## src/rtl/counter_core.sv

```systemverilog
// counter_core: modulo-2^BW up-counter with terminal count, wrap pulse and Gray output.
// Define COUNTER_CTRL_EN to add the synchronous enable/clear/load controls.
module counter_core #(
    parameter int BW = 8
) (
    input  logic          clk_i,
    input  logic          rst_i,
`ifdef COUNTER_CTRL_EN
    input  logic          en_i,
    input  logic          clr_i,
    input  logic          load_i,
    input  logic [BW-1:0] load_val_i,
`endif
    output logic [BW-1:0] counter_val_o,
    output logic          tc_o,
    output logic          wrap_o,
    output logic [BW-1:0] gray_o
);

    localparam logic [BW-1:0] ALL_ONES = {BW{1'b1}};
    localparam logic [BW-1:0] ONE      = {{(BW-1){1'b0}}, 1'b1};
    localparam logic [BW-1:0] ZERO     = {BW{1'b0}};

    function automatic logic [BW-1:0] bin2gray(input logic [BW-1:0] bin);
        return bin ^ (bin >> 1);
    endfunction

    logic [BW-1:0] count_r;
    logic          wrap_r;
    logic [BW-1:0] count_nxt_s;
    logic          wrap_nxt_s;
    logic [BW-1:0] count_inc_s;
    logic          at_top_s;

    assign count_inc_s = count_r + ONE;
    assign at_top_s    = (count_r == ALL_ONES);

    // Next count and wrap flag; wrap is only raised by an increment out of all-ones
    always_comb begin
        count_nxt_s = count_r;
        wrap_nxt_s  = 1'b0;
`ifdef COUNTER_CTRL_EN
        if (clr_i) begin
            count_nxt_s = ZERO;
            wrap_nxt_s  = 1'b0;
        end else if (load_i) begin
            count_nxt_s = load_val_i;
            wrap_nxt_s  = 1'b0;
        end else if (en_i) begin
            count_nxt_s = count_inc_s;
            wrap_nxt_s  = at_top_s;
        end else begin
            count_nxt_s = count_r;
            wrap_nxt_s  = 1'b0;
        end
`else
        count_nxt_s = count_inc_s;
        wrap_nxt_s  = at_top_s;
`endif
    end

    // Count and wrap registers, cleared asynchronously by reset
    always_ff @(posedge clk_i or negedge rst_i) begin
        if (!rst_i) begin
            count_r <= ZERO;
            wrap_r  <= 1'b0;
        end else begin
            count_r <= count_nxt_s;
            wrap_r  <= wrap_nxt_s;
        end
    end

    assign counter_val_o = count_r;
    assign wrap_o        = wrap_r;
    assign tc_o          = at_top_s;
    assign gray_o        = bin2gray(count_r);

endmodule

```

## config.mk

```make
export PLATFORM = sky130hd
export DESIGN_NAME = counter_core
export DESIGN_NICKNAME = d
export VERILOG_FILES = /design/src/rtl/counter_core.sv
export SDC_FILE = /design/constraint.sdc
export NUM_CORES = 1
export LEC_CHECK = 0
export ABC_CLOCK_PERIOD_IN_PS = 2200
export CORE_AREA = 2 2 39 41
export DETAILED_ROUTE_END_ITERATION = 12
export DIE_AREA = 0 0 41 43
export GPL_ROUTABILITY_DRIVEN = 0
export PLACE_DENSITY_LB_ADDON = 0.15
export REMOVE_ABC_BUFFERS = 1
export SETUP_SLACK_MARGIN = 0.05
export SLEW_MARGIN = 40
export SYNTH_ARGS = -nofsm -noshare
export SYNTH_HDL_FRONTEND = slang
export SYNTH_SLANG_ARGS = --single-unit
```

## constraint.sdc

```tcl
create_clock -name clk_i -period 2.2 [get_ports clk_i]
set_input_delay 0.66 -clock clk_i [delete_from_list [all_inputs] [get_ports clk_i]]
set_output_delay 0.66 -clock clk_i [all_outputs]
set_load 0.05 [all_outputs]
```

==> impl_metrics.py, run 1 <==
metrics = {
    "route": {
        "drt_iter0_drc": 3,
        "drc": 0,
        "via_per_inst": 4.54,
        "post_drt_wl_per_cell_um": 12.3,
        "wl_um": 847,
        "num_vias": 313,
        "firstDrtPassIters": 2,
        "ant_nets": 0,
    },
    "pwr": {
        "powerDensity_nw_per_um2": 419,
        "leakage_nw": 0.344,
        "p_total_mw": 0.295,
        "peakVddDrop_v": 0.000258,
    },
    "placement": {
        "dpl.cell_count": 65,
        "pre_cts_ws_ps": 349,
        "dpl-instance-area_sq_um": 676,
        "dp_hpwl_um": 666,
        "portBuffers": 19,
    },
    "cells_and_area": {
        "finalInstanceArea_sq_um": 706,
        "finalNonFillerCells": 69,
        "antennaDiodeCount": 0,
        "drive_gt1_share_pct": 41.5,
        "area_delta_synth_final_pct": 67.9,
        "fin_util_pct": 51.0,
        "final_nets": 63,
    },
    "critical_path": {
        "worst_setup_path_end_kind": "primary output",
        "critical_path_class": "flip-flop to primary output",
        "slowest_delay_ps": 820,
        "worst-path-buf-inv": 1,
        "worstPathArrival_ps": 1450,
        "slowest_stage": "clkdlybuf4s50_1",
        "rr_startpoint": "counter_val_o[3]",
        "path_cells": "clkdlybuf4s50_1",
        "crit_family": "buffers and inverters",
        "cp_num_cells": 1,
        "critPathRequiredTime_ps": 1540,
        "r2r_end": "counter_val_o[7]",
        "r2r_slack_ps": 1170,
        "path_max_fanout": 3,
        "start_kind": "flip-flop",
        "rr_worst_depth": 3,
        "startpoint": "counter_val_o[1]",
        "crit_end": "counter_val_o[1]",
    },
    "synthesis": {
        "syn_area_sq_um": 420,
        "yosys-top-cells-count": "9 x dfrtp_1, 7 x ha_1, 5 x xnor2_1",
        "synthMostInstantiatedCell": "dfrtp_1",
        "syn_avg_cell_area_sq_um": 13.1,
        "synth_ff_type": "dfrtp_1",
        "synth_top_cell_by_area": "dfrtp_1",
        "yosys_warnings": 0,
        "synth-async-reset-ratio_pct": 100,
        "synth_edf_count": 0,
        "ys_ff_latch": 9,
        "synth_cell_type_count": 11,
        "synth.top_cell.area_share_pct": 53.6,
        "synthCells": 32,
        "seq_area_frac_synth_pct": 53.6,
        "synthTopCellsByArea": "dfrtp_1 54%, ha_1 21%, xnor2_1 10%, buf_4 3.6%, nand3_2 2.4%",
    },
    "cts": {
        "cts.clk_slew.worst_paths_ps": 60,
        "cts_max_path_buffers": 2,
        "htreeDepth": 1,
        "cts_tree": "done",
        "clock_latency_ps": 260,
        "clock-sinks": 9,
        "cts_hold_buf": 0,
        "cts-buffers-inserted": 3,
        "cts_root_buf": "clkbuf_4",
        "post-cts-setup-buffers": 0,
    },
    "floorplan": {
        "dieArea_sq_um": 1760,
        "fp.coreArea_sq_um": 1380,
        "fp.dieW_um": 41,
        "start_util_pct": 30.4,
        "io_pins": 20,
        "num_rows": 14,
        "die_h_um": 43,
    },
    "sta": {
        "max_freq_mhz": 473,
        "finalClockSkew_ps": 1.59,
        "drv_slew": 0,
        "rsz0062_at_grt": "false",
        "setup_viol": 0,
        "final_hold_viol_count": 0,
        "min_period_ps": 2110,
        "worst_slew_pin_slew_ps": 496,
        "slew_headroom_pct": 66.9,
        "fin_crit_sh_pct": 96.1,
        "finalWorstSetupSlack_ps": 86.0,
    },
    "grt": {
        "grt_pass1_vias": 325,
        "use_met2_pct": 18.1,
        "antenna_found_initial": 0,
        "grt_busiest_layer": "met2",
        "grt_usage_pct": 12.6,
        "grtUsageMet3_pct": 3.14,
        "grt_pass1_wl_mm": 1.41,
        "met1_usage_pct": 16.1,
        "grt_overflow_total": 0,
        "grt_max_degree": 10,
    },
    "outcome": {
        "status": "complete, no violations",
    },
    "run": {
        "drv_cap": 0,
    },
    "min_path": {
        "min_path_type": "flip-flop to flip-flop",
    },
}
[per-stage QoR]
step / setup TNS [ps] / hold WS, ps
finish: 0 / 504
detailed placement: 0 / 530
global route: 0 / 536
CTS: 0 / 544
floorplan: -388 / 364
global placement: 0 / 510
[final cells by class]
| class | count | area (sq um) |
|---|---|---|
| Tap cell | 16 | 20.0 |
| Fill cell | 128 | 678 |
| Sequential cell | 9 | 226 |
| Timing Repair Buffer | 19 | 250 |
| Multi-Input combinational cell | 19 | 175 |
| Inverter | 2 | 7.51 |
| Clock buffer | 4 | 26.3 |
[where the power goes]
group          leakage, nW  switching [mW]  internal (mW)  total, mW
sequential           0.111               0          0.166      0.166
combinational        0.218         0.00297        0.00157    0.00453
clock               0.0150          0.0557         0.0698      0.125
[state kept, by name (all words and copies together), names as in the netlist]
| name | count |
|---|---|
| wrap_o | 1 |
| counter_val_o | 8 |
[logic make-up after synthesis]
logic type,synth area share (%)
DFF,53.6
and+or+nand+nor,7.74
adders and majority gates,20.8
buffers and inverters,5.36
xor gates and xnor gates,12.5
[cells in the final DEF, fill, tap and decap left out]
cell type	netlist	final
xor2_1	1	1
dfrtp_1	9	8
buf_12	0	8
clkbuf_4	0	3
dfrtp_2	0	1
buf_4	2	8
inv_1	2	2
nor2_2	0	1
nand2_1	2	2
nand3_1	1	1
clkbuf_1	0	1
xnor2_1	5	5
nand4_1	1	1
ha_1	7	7
clkdlybuf4s50_1	0	3
nand3_2	1	1
[routing by layer]
metal / up-vias / share of wire, % / routed length, um
met1: 152 / 41 / 345
met2: 13 / 51 / 436
met5: - / 0 / 0
met4: 0 / 0 / 0
li1: 148 / - / -
met3: 0 / 7.7 / 65
[worst min path at each step]
stage	startpoint	end	slack, ps	cells after the start
floorplan	rst_i	counter_val_o[0]	360	0
global placement	counter_val_o[7]	counter_val_o[7]	510	1
detailed placement	counter_val_o[6]	counter_val_o[6]	530	1
CTS	counter_val_o[7]	counter_val_o[7]	540	1
global route	counter_val_o[0]	counter_val_o[0]	540	1
finish	counter_val_o[0]	counter_val_o[0]	500	1
[repair_timing]
item                                    in CTS  in global routing
endpoints found under the setup margin       0                  1
resized for setup                            0                  2
hold endpoints to repair                     0                  0
Power figures use the tool's default switching activity.
==> run 2: changes to the inputs <==
- DONT_BUFFER_PORTS: not set -> 1
==> run 2 against run 1 <==
  * Sequential share of layout area is 7.5 points higher
  * Global-route usage is 0.71 points lower
  * Count of clock-buffer cells in the layout stayed put
  * Final area is 19% lower
  * Sequential power hardly changed
  * First-iteration DRC count is 100% lower
  * Core utilization is 9.9 points lower
  * Critical path type unchanged
==> impl_metrics.py, run 2 (synthesis gave the netlist of run 1 again) <==
metrics = {
    "cts": {
        "cts_max_path_buffers": 2,
        "cts.clk_slew.worst_paths_ps": 60,
        "clock-sinks": 9,
        "clock_latency_ps": 260,
        "cts-buffers-inserted": 3,
        "cts_hold_buf": 0,
        "cts_root_buf": "clkbuf_4",
        "cts_tree": "done",
        "cts_resized": 0,
        "post-cts-setup-buffers": 0,
        "htreeDepth": 1,
    },
    "critical_path": {
        "crit_top_cell": "buf_4",
        "worst_setup_path_end_kind": "primary output",
        "worst-path-buf-inv": 2,
        "r2r_end": "counter_val_o[7]",
        "start_kind": "flip-flop",
        "startpoint": "counter_val_o[4]",
        "slowest_delay_ps": 380,
        "critical_path_class": "flip-flop to primary output",
        "r2r_slack_ps": 1060,
        "rr_startpoint": "counter_val_o[4]",
        "critPathRequiredTime_ps": 1540,
        "path_max_fanout": 3,
        "path_cells": "buf_4, ha_1, buf_4",
        "worstPathArrival_ps": 1310,
        "slowest_stage": "dfrtp_1",
        "crit_family": "buffers and inverters",
        "rr_worst_depth": 4,
    },
    "sta": {
        "max_freq_mhz": 507,
        "final_hold_viol_count": 0,
        "fin_crit_sh_pct": 89.7,
        "slew_headroom_pct": 69.3,
        "min_period_ps": 1970,
        "setup_viol": 0,
        "rsz0062_at_grt": "false",
        "worst_slew_pin_slew_ps": 461,
        "whs_ps": 92.2,
        "drv_slew": 0,
        "finalClockSkew_ps": 2.99,
    },
    "route": {
        "wl_um": 776,
        "drc": 0,
        "post_drt_wl_per_cell_um": 12.1,
        "ant_nets": 0,
        "via_per_inst": 4.41,
        "num_vias": 282,
        "firstDrtPassIters": 1,
        "drt_iter0_drc": 0,
    },
    "cells_and_area": {
        "drive_gt1_share_pct": 37.5,
        "antennaDiodeCount": 0,
        "final_common_cell": "buf_4",
        "final_cell_mix": "13 x buf_4, 9 x dfrtp_1, 7 x ha_1, 5 x xnor2_1, 3 x clkbuf_4",
        "final_nets": 58,
        "largest_reg_flops": 8,
        "fin_util_pct": 41.1,
        "area_delta_synth_final_pct": 35.4,
        "nFillCells": 135,
    },
    "grt": {
        "antenna_found_initial": 0,
        "grt_max_degree": 10,
        "grt_pass1_wl_mm": 1.32,
        "grt_usage_pct": 11.9,
        "grt_overflow_total": 0,
        "grt_pass1_vias": 318,
    },
    "pwr": {
        "p_clk_share_pct": 43.3,
        "peakVddDrop_v": 0.000252,
        "internal_power_mw": 0.235,
        "p_switching_mw": 0.0567,
        "leakage_nw": 0.294,
        "powerDensity_nw_per_um2": 513,
        "p_sw_share_pct": 19.4,
        "seqPwrFrac_pct": 56.7,
        "pwr-share-comb_pct": 0,
    },
    "floorplan": {
        "num_rows": 14,
        "fp.dieW_um": 41,
        "die_h_um": 43,
        "dieArea_sq_um": 1760,
        "io_pins": 20,
        "start_util_pct": 30.4,
        "fp.coreArea_sq_um": 1380,
    },
    "placement": {
        "portBuffers": 0,
        "dp_hpwl_um": 642,
    },
    "min_path": {
        "min_path_type": "primary input to async pin",
    },
    "run": {
        "drv_cap": 0,
    },
    "outcome": {
        "status": "complete, no violations",
    },
}
## run 2: routing by layer
| layer | global-route usage, % | wire length (um) | part of all wire (%) | vias to the layer above |
|---|---|---|---|---|
| met5 | 0 | 0 | 0 | - |
| met2 | 17.2 | 412 | 53 | 12 |
| met4 | 8.00 | 0 | 0 | 0 |
| met1 | 12.7 | 285 | 37 | 135 |
| li1 | - | - | - | 135 |
| met3 | 6.28 | 78 | 10 | 0 |
## run 2: metrics by stage
step           instance area (sq um)  instances  setup WS, ps  TNS (ps)  power, mW
3_3_place_gp                     543         60           515         0      0.169
2_1_floorplan                    405         30          -388      -388      0.169
6_report                         569         64           226         0      0.292
4_1_cts                          569         64           210         0      0.300
5_1_grt                          569         64           170         0      0.310
3_5_place_dp                     543         60           506         0      0.169
## run 2: layout make-up
class | count | area [sq um] | area share (%)
multi-input combinational | 19 | 173 | 30.3
tap | 16 | 20.0 | 3.52
clock buffer | 4 | 26.3 | 4.62
inverter | 2 | 7.51 | 1.32
timing repair buffer | 14 | 118 | 20.7
sequential | 9 | 225 | 39.6
## run 2: power by group through the flow
stage	clock [mW]	combinational, mW	sequential (mW)
global route	0.145	0.000000168	0.165
detailed placement	0	0.000000168	0.169
CTS	0.135	0.000000168	0.165
floorplan	0	0.0000000955	0.169
global placement	0	0.000000168	0.169
finish	0.127	0.000000168	0.165
## run 2: worst max-delay path by stage
| stage | end | cells past startpoint |
|---|---|---|
| after floorplan | tc_o | 3 |
| final | gray_o[3] | 3 |
| after global placement | gray_o[3] | 3 |
| after CTS | gray_o[3] | 3 |
| after global routing | gray_o[3] | 3 |
| after detailed placement | gray_o[3] | 3 |
## run 2: worst reg2reg max path: stages, from the launching register on
cell and delay [ps]:
dfrtp_1 350, buf_4 220, ha_1 200, nand4_1 110, xnor2_1 140
